[src/rtl/ch7301_cfg_ctrl.sv]
// ch7301_cfg_ctrl: CH7301 power-up sequencer and I2C master that writes a fixed register table
module ch7301_cfg_ctrl #(
  parameter int         CLK_DIV     = 250,
  parameter logic [6:0] DEV_ADDR    = 7'h76,
  parameter int         RST_CYCLES  = 100000,
  parameter int         WAIT_CYCLES = 1000000,
  parameter int         MAX_RETRY   = 3
) (
  input  logic       sys_clk,
  input  logic       sys_rst,
  input  logic       start,
  input  logic       sda_i,
  output logic       scl,
  output logic       sda_oe,
  output logic       ch_rstn,
  output logic       busy,
  output logic       done,
  output logic       ack_err,
  output logic [2:0] err_index
);
  typedef enum logic [2:0] {RST_LOW, RST_WAIT, START, BYTE, ACK, STOP, GAP, FINISH} state_t;
  localparam logic [7:0] REG_T [8] = '{8'h1C, 8'h1D, 8'h1F, 8'h21, 8'h33, 8'h34, 8'h36, 8'h49};
  localparam logic [7:0] DAT_T [8] = '{8'h04, 8'h45, 8'h80, 8'h09, 8'h08, 8'h16, 8'h60, 8'hC0};
  state_t      state, state_nx;
  logic [31:0] cnt;
  logic [1:0]  q, byte_cnt;
  logic [2:0]  bit_cnt, idx;
  logic [7:0]  retry, cur_byte;
  logic        nack, s1, s2, i2c, tick, ph_end, bit_val;
  assign i2c      = state inside {START, BYTE, ACK, STOP, GAP};
  assign tick     = i2c && cnt == CLK_DIV - 1;
  assign ph_end   = tick && q == 2'd3;
  assign cur_byte = byte_cnt == 2'd0 ? {DEV_ADDR, 1'b0} : byte_cnt == 2'd1 ? REG_T[idx] : DAT_T[idx];
  assign bit_val  = cur_byte[3'd7 - bit_cnt];
  assign ch_rstn  = state != RST_LOW;
  assign busy     = state != FINISH;
  assign done     = state == FINISH;
  // state register
  always_ff @(posedge sys_clk) state <= sys_rst ? RST_LOW : state_nx;
  // next state and bus drive, one quarter-bit pattern per phase
  always_comb begin
    state_nx = state;
    scl      = 1'b1;
    sda_oe   = 1'b0;
    case (state)
      RST_LOW:  if (cnt == RST_CYCLES - 1) state_nx = RST_WAIT;
      RST_WAIT: if (cnt == WAIT_CYCLES - 1) state_nx = START;
      START: begin
        scl    = !q[1];
        sda_oe = q != 2'd0;
        if (ph_end) state_nx = BYTE;
      end
      BYTE: begin
        scl    = q[1];
        sda_oe = !bit_val;
        if (ph_end && bit_cnt == 3'd7) state_nx = ACK;
      end
      ACK: begin
        scl = q[1];
        if (ph_end) state_nx = (nack || byte_cnt == 2'd2) ? STOP : BYTE;
      end
      STOP: begin
        scl    = q != 2'd0;
        sda_oe = !q[1];
        if (ph_end) state_nx = GAP;
      end
      GAP:    if (ph_end) state_nx = (nack ? retry >= 8'(MAX_RETRY) : idx == 3'd7) ? FINISH : START;
      FINISH: if (start) state_nx = START;
    endcase
  end
  // two-flop synchroniser on the SDA read-back
  always_ff @(posedge sys_clk) begin
    s1 <= sys_rst | sda_i;
    s2 <= sys_rst | s1;
  end
  // timing counters, byte/bit position, ACK capture, retry and error bookkeeping
  always_ff @(posedge sys_clk) begin
    if (sys_rst) begin
      cnt       <= '0;
      q         <= '0;
      byte_cnt  <= '0;
      bit_cnt   <= '0;
      idx       <= '0;
      retry     <= '0;
      nack      <= 1'b0;
      ack_err   <= 1'b0;
      err_index <= '0;
    end else begin
      cnt <= (state_nx != state || tick || state == FINISH) ? '0 : cnt + 32'd1;
      q   <= q + {1'b0, tick};
      if (state == START) byte_cnt <= '0;
      if (state == BYTE && ph_end) bit_cnt <= bit_cnt + 3'd1;
      if (state == ACK && tick && q == 2'd2) nack <= s2;
      if (state == ACK && ph_end) byte_cnt <= byte_cnt + 2'd1;
      if (state == GAP && ph_end) begin
        idx   <= nack ? idx : idx + 3'd1;
        retry <= (nack && retry < 8'(MAX_RETRY)) ? retry + 8'd1 : '0;
        if (nack && retry >= 8'(MAX_RETRY)) begin
          ack_err   <= 1'b1;
          err_index <= idx;
        end
      end
      if (state == FINISH && start) begin
        ack_err   <= 1'b0;
        err_index <= '0;
        idx       <= '0;
        retry     <= '0;
      end
    end
  end
endmodule

[config.mk]
export PLATFORM = sky130hd
export DESIGN_NAME = ch7301_cfg_ctrl
export DESIGN_NICKNAME = d
export VERILOG_FILES = /design/src/rtl/ch7301_cfg_ctrl.sv
export SDC_FILE = /design/constraint.sdc
export NUM_CORES = 1
export LEC_CHECK = 0
export ABC_AREA = 0
export BUFFER_PORTS_ARGS = -buffer_cell sky130_fd_sc_hd__buf_4
export CAP_MARGIN = 20
export CORE_AREA = 2 2 81 83
export CTS_CLUSTER_SIZE = 28
export DETAILED_ROUTE_END_ITERATION = 7
export DIE_AREA = 0 0 83 85
export GPL_TIMING_DRIVEN = 0
export PLACE_DENSITY = 0.79
export SYNTH_ARGS = -nofsm -noshare
export SYNTH_HDL_FRONTEND = slang
export SYNTH_SLANG_ARGS = --single-unit
[constraint.sdc]
create_clock -name sys_clk -period 2.65 [get_ports sys_clk]
set_input_delay 0.265 -clock sys_clk [delete_from_list [all_inputs] [get_ports sys_clk]]
set_output_delay 0.265 -clock sys_clk [all_outputs]
set_load 0.005 [all_outputs]
==> results.json, run 1 <==
{
  "core_area_um2": 6200,
  "clkTransAtPathRegs_ps": 70,
  "yosys_warnings": 0,
  "final.setup_skew_ps": 9.89,
  "overflow": 0,
  "synth_largest_area_cell": "dfxtp_1",
  "slew_headroom_pct": 48.3,
  "vias_per_cell": 6.15,
  "async_flop_share_pct": 0,
  "synth.avg_cell_area_um2": 8.60,
  "fill_cells": 495,
  "crit_chain": "inv_1, ha_4, or3_1, a311o_1, a221oi_2, o31ai_1, buf_4",
  "antenna_found_initial": 0,
  "hold_path.class": "in -> reg",
  "synth.net_count": 440,
  "grt_max_degree": 11,
  "synth-xor-area-share_pct": 5.79,
  "clock_path_buffers": 2,
  "drtPass1Iterations": 4,
  "reg2reg_depth": 7,
  "setup_viol_count_final": 0,
  "synth_mux_area_share_pct": 1.76,
  "ys_seq_area_share_pct": 33.1,
  "critPathCaptureType": "primary output",
  "die_w_um": 83,
  "cpPeakStageDelay_ps": 390,
  "grt_pass1_wl_mm": 14.4,
  "holdBufCountCts": 0,
  "finalHoldViolCount": 0,
  "cts.htree.levels": 3,
  "fp.dieH_um": 85,
  "finalPower_mw": 1.77,
  "netlist_area_um2": 3630,
  "finalCriticalPeriod_ps": 2600,
  "min_delay_path_depth": 2,
  "cts_sinks": 60,
  "slew_violations": 0,
  "synth_top_family_by_area": "simple AND/OR/NAND/NOR gates",
  "dieArea_um2": 7060,
  "whs_ps": 115,
  "track_usage_pct": 24.8,
  "area_growth_pct": 11.7,
  "outcome": "finished clean",
  "min_from": "sda_i",
  "r2r-start": "cnt[0]$_SDFF_PP0_",
  "synth_top_area_share_pct": 33.1,
  "finalSetupTns_ps": 0,
  "drive_gt1_share_pct": 16.1,
  "io_buffers": 12,
  "arrival_ps": 2330,
  "leakagePower_nw": 1.35,
  "clock_latency_ps": 330,
  "nNetsFinal": 463,
  "ys_ff_latch": 60,
  "ir_worst_vdd_uv": 431,
  "ys_top_cells_by_count": "60 x dfxtp_1, 30 x a21oi_1, 30 x nor2_1",
  "synth_compound_area_share_pct": 19.0,
  "num_vias": 3230,
  "wl_mm": 8.36,
  "drtIter0Drc": 157,
  "cp-start-kind": "register",
  "cts_tree": "built",
  "post-route-period-util_pct": 98.0,
  "postRouteAntennaNets": 0,
  "n_antenna_cell": 0,
  "multi_input_area_um2": 2180,
  "holdPathEnd": "s1$_DFF_P_",
  "cts_inserted_buffers": 9,
  "synthCells": 422,
  "crit_fanout": 7,
  "power.density_nw_per_um2": 435,
  "num_rows": 29,
  "synth_ff_type": "dfxtp_1",
  "cp.required_ps": 2380,
  "wire_per_inst_um": 15.9,
  "grt_pass1_vias": 3151,
  "drc": 0,
  "clock-root-buffer": "clkbuf_8",
  "slowest_stage": "a311o_1",
  "post-route-util_pct": 65.3,
  "r2r_setup_slack_ps": 200,
  "synth.area.top_cells": "dfxtp_1 33%, ha_1 4.8%, a21oi_1 4.1%",
  "timing.fmax_mhz": 385,
  "worstMarginPinSlew_ps": 769,
  "path_class": "reg -> out",
  "synth_cell_type_count": 66,
  "maxCapViolCount": 0,
  "yosys.area_share.adder_pct": 4.83,
  "start_util_pct": 58.5,
  "dp_hpwl_mm": 5.96,
  "yosysMostFrequentCell": "dfxtp_1",
  "synth_edf_count": 0,
  "gp_congestion": 0.907,
  "r2r-end": "cnt[3]$_SDFF_PP0_",
  "ios": 13,
  "final-seq-area_um2": 1210,
  "yosys.area_share.simple_pct": 27.7
}
per-layer routing:
metal,global-route usage (%),wire (um)
met1,28.6,3560
met5,0,0
met3,6.03,261
met4,8.79,146
met2,44.9,4400
kinds of logic after synthesis:
| family | count (synthesis) |
|---|---|
| fa+ha+maj | 14 |
| compound gates | 106 |
| simple gates | 168 |
| buf+inv | 45 |
| mux | 5 |
| xor+xnor | 24 |
| flops | 60 |
stage by stage:
stage | cell area (um2) | cells | setup slack, ps
2_1_floorplan | 3630 | 422 | 491
3_3_place_gp | 3820 | 511 | 219
3_5_place_dp | 3820 | 511 | 152
4_1_cts | 4030 | 525 | 14.8
5_1_grt | 4050 | 525 | -58.5
6_report | 4050 | 525 | 53.1
critical path: cells and delay by family (launching register included):
| kind | cells | cell delay [ps] |
|---|---|---|
| buffers and inverters | 2 | 260 |
| adders and majority gates | 1 | 220 |
| DFF | 1 | 370 |
| and+or+nand+nor | 1 | 380 |
| AOI/OAI and AO/OA | 3 | 760 |
layout make-up:
class	instances	area share, %
multi-input cells	317	53.8
flip-flops and latches	60	29.8
plain buffers	23	5.06
clock buffers	12	3.83
well taps	77	2.38
repair buffers	12	2.22
inverters	22	2.04
clock inverters	2	0.864
how the worst max path moves through the flow:
stage | from | endpoint | depth (start not counted) | slack, ps
3_3_place_gp | byte_cnt[1]$_SDFFE_PP0P_ | sda_oe | 8 | 220
2_1_floorplan | cnt[0]$_SDFF_PP0_ | cnt[0]$_SDFF_PP0_ | 8 | 490
6_report | idx[1]$_SDFFE_PP0P_ | sda_oe | 7 | 50
5_1_grt | idx[1]$_SDFFE_PP0P_ | sda_oe | 8 | -60
4_1_cts | byte_cnt[1]$_SDFFE_PP0P_ | sda_oe | 8 | 10
3_5_place_dp | byte_cnt[1]$_SDFFE_PP0P_ | sda_oe | 8 | 150
layout by cell type (no fill, tap or decap), drive strengths merged, types with 5 or more instances in the layout:
master and n:
nand3 24, and3 8, nand4 20, or2 5
o31ai 9, xnor2 13, buf 22, or3 14
o21ai 21, a31oi 5, or4 5, nor2 31
ha 14, nand2 19, inv 22, a21oi 30
nor4 11, nor3 5, xor2 11, clkbuf 23
dfxtp 60, a211oi 16
state kept, by name, summed over array words and instances, names as in the netlist:
| name | cells |
|---|---|
| s2 | 1 |
| idx | 3 |
| byte_cnt | 2 |
| state | 3 |
| bit_cnt | 3 |
| q | 2 |
| err_index | 3 |
| retry | 8 |
| nack | 1 |
| cnt | 32 |
| ack_err | 1 |
| s1 | 1 |
report_power, final:
group	total [mW]	internal (mW)	switching (mW)
Combinational	0.0478	0.0221	0.0256
Sequential	0.909	0.905	0.00360
Clock	0.808	0.474	0.334
what timing repair did:
item,in CTS,in global routing
pin swaps,0,2
resized for setup,10,5
buffers inserted,0,0
endpoints found under the setup margin,1,1
No activity file was read; power rests on OpenSTA's default activity.
==> run 2, diff against run 1 <==
Settings changed: MAX_ROUTING_LAYER set to met4.
==> results.json, run 2 (synthesized netlist as in run 1, its figures left out) <==
{
  "outcome": "finished clean",
  "die_w_um": 83,
  "drc": 0,
  "finalHoldViolCount": 0,
  "antenna_found_initial": 0,
  "cts_tree": "built",
  "cp.required_ps": 2380,
  "final_area_um2": 4030,
  "power.density_nw_per_um2": 418,
  "mostFrequentLayoutCells": "57 x dfxtp_1, 30 x a21oi_1, 30 x nor2_1",
  "worstMarginPinSlew_ps": 757,
  "largest_reg_flops": 32,
  "pre_cts_slack_ps": 172,
  "grt_pass1_wl_mm": 14.0,
  "num_vias": 3275,
  "dp_hpwl_mm": 5.90,
  "vias_per_cell": 6.23,
  "hold_path.class": "in -> reg",
  "drive_gt1_share_pct": 16.3,
  "whs_ps": 108,
  "cts.htree.levels": 3,
  "mostFrequentLayoutCell": "dfxtp_1",
  "cts_inserted_buffers": 9,
  "track_usage_pct": 24.8,
  "nNetsFinal": 463,
  "clock-root-buffer": "clkbuf_8",
  "holdBufCountCts": 0,
  "cts_sinks": 60,
  "maxCapViolCount": 0,
  "cp-start-kind": "register",
  "finalCriticalPeriod_ps": 2530,
  "clock_latency_ps": 340,
  "gp_congestion": 0.921,
  "wl_mm": 8.24,
  "ir_worst_vdd_uv": 321,
  "arrival_ps": 2270,
  "dp.cells": 511,
  "grt_pass1_vias": 3112,
  "grt_max_degree": 11,
  "post-route-period-util_pct": 95.6,
  "critPathCaptureType": "primary output",
  "path_class": "reg -> out",
  "fp.dieH_um": 85,
  "leakagePower_nw": 1.34,
  "setup_slack_ps": 117,
  "crit_fanout": 10,
  "dpl_cell_area_um2": 3820,
  "n_antenna_cell": 0,
  "setup_viol_count_final": 0,
  "core_area_um2": 6200,
  "reg_top3": "cnt x32, retry x8",
  "postRouteAntennaNets": 0,
  "overflow": 0,
  "start_util_pct": 58.5,
  "post-route-util_pct": 65.0,
  "dieArea_um2": 7060,
  "ios": 13,
  "stdcell_count": 526,
  "area_growth_pct": 11.1,
  "clock_path_buffers": 2,
  "slew_headroom_pct": 49.1,
  "regMostFlops": "cnt",
  "timing.fmax_mhz": 395,
  "clkTransAtPathRegs_ps": 60,
  "final.setup_skew_ps": 4.59,
  "finalPower_mw": 1.68,
  "drtIter0Drc": 208,
  "slew_violations": 0,
  "drtPass1Iterations": 4,
  "wire_per_inst_um": 15.7,
  "finalSetupTns_ps": 0,
  "num_rows": 29,
  "io_buffers": 12
}
run 2: final timing paths:
path                       startpoint           endpoint  slack (ps)  cells past startpoint
min                             sda_i         s1$_DFF_P_         110                      2
max reg2reg         cnt[0]$_SDFF_PP0_  cnt[3]$_SDFF_PP0_         190                      7
min reg2reg                s1$_DFF_P_         s2$_DFF_P_         430                      1
max          byte_cnt[0]$_SDFFE_PP0P_             sda_oe         120                      7
run 2: what timing repair did:
item	4_1_cts	5_1_grt
gates resized for setup	8	8
pin swaps	0	2
buffers inserted	0	0
endpoints found under the setup margin	1	1
gates cloned	0	0
run 2: cell type report:
class | instances | area [um2]
Buffer | 23 | 205
Clock buffer | 13 | 159
Clock inverter | 2 | 10.0
Timing Repair Buffer | 12 | 90.1
Sequential cell | 60 | 1210
Tap cell | 77 | 96.3
Fill cell | 551 | 2170
Multi-Input combinational cell | 317 | 2180
Inverter | 22 | 82.6
run 2: critical path, cell delays in order, from the launching register on:
cell	delay [ps]
dfxtp_1	430
ha_4	200
clkbuf_4	190
mux2i_1	90
mux4_2	500
a221oi_2	280
o31ai_1	100
buf_4	130
run 2: per-layer routing:
layer,track usage [%],part of all wire [%],up-vias
met2,43.5,51,71
met4,10.4,1.4,0
li1,-,-,1617
met3,5.16,3.6,13
met1,27.5,44,1574
met5,-,0,-
run 2: report_power, final:
group / leakage [nW] / internal [mW] / switching [mW]
clock: 0.0893 / 0.383 / 0.345
combinational: 0.765 / 0.0222 / 0.0252
sequential: 0.486 / 0.905 / 0.00349
total: 1.34 / 1.31 / 0.374
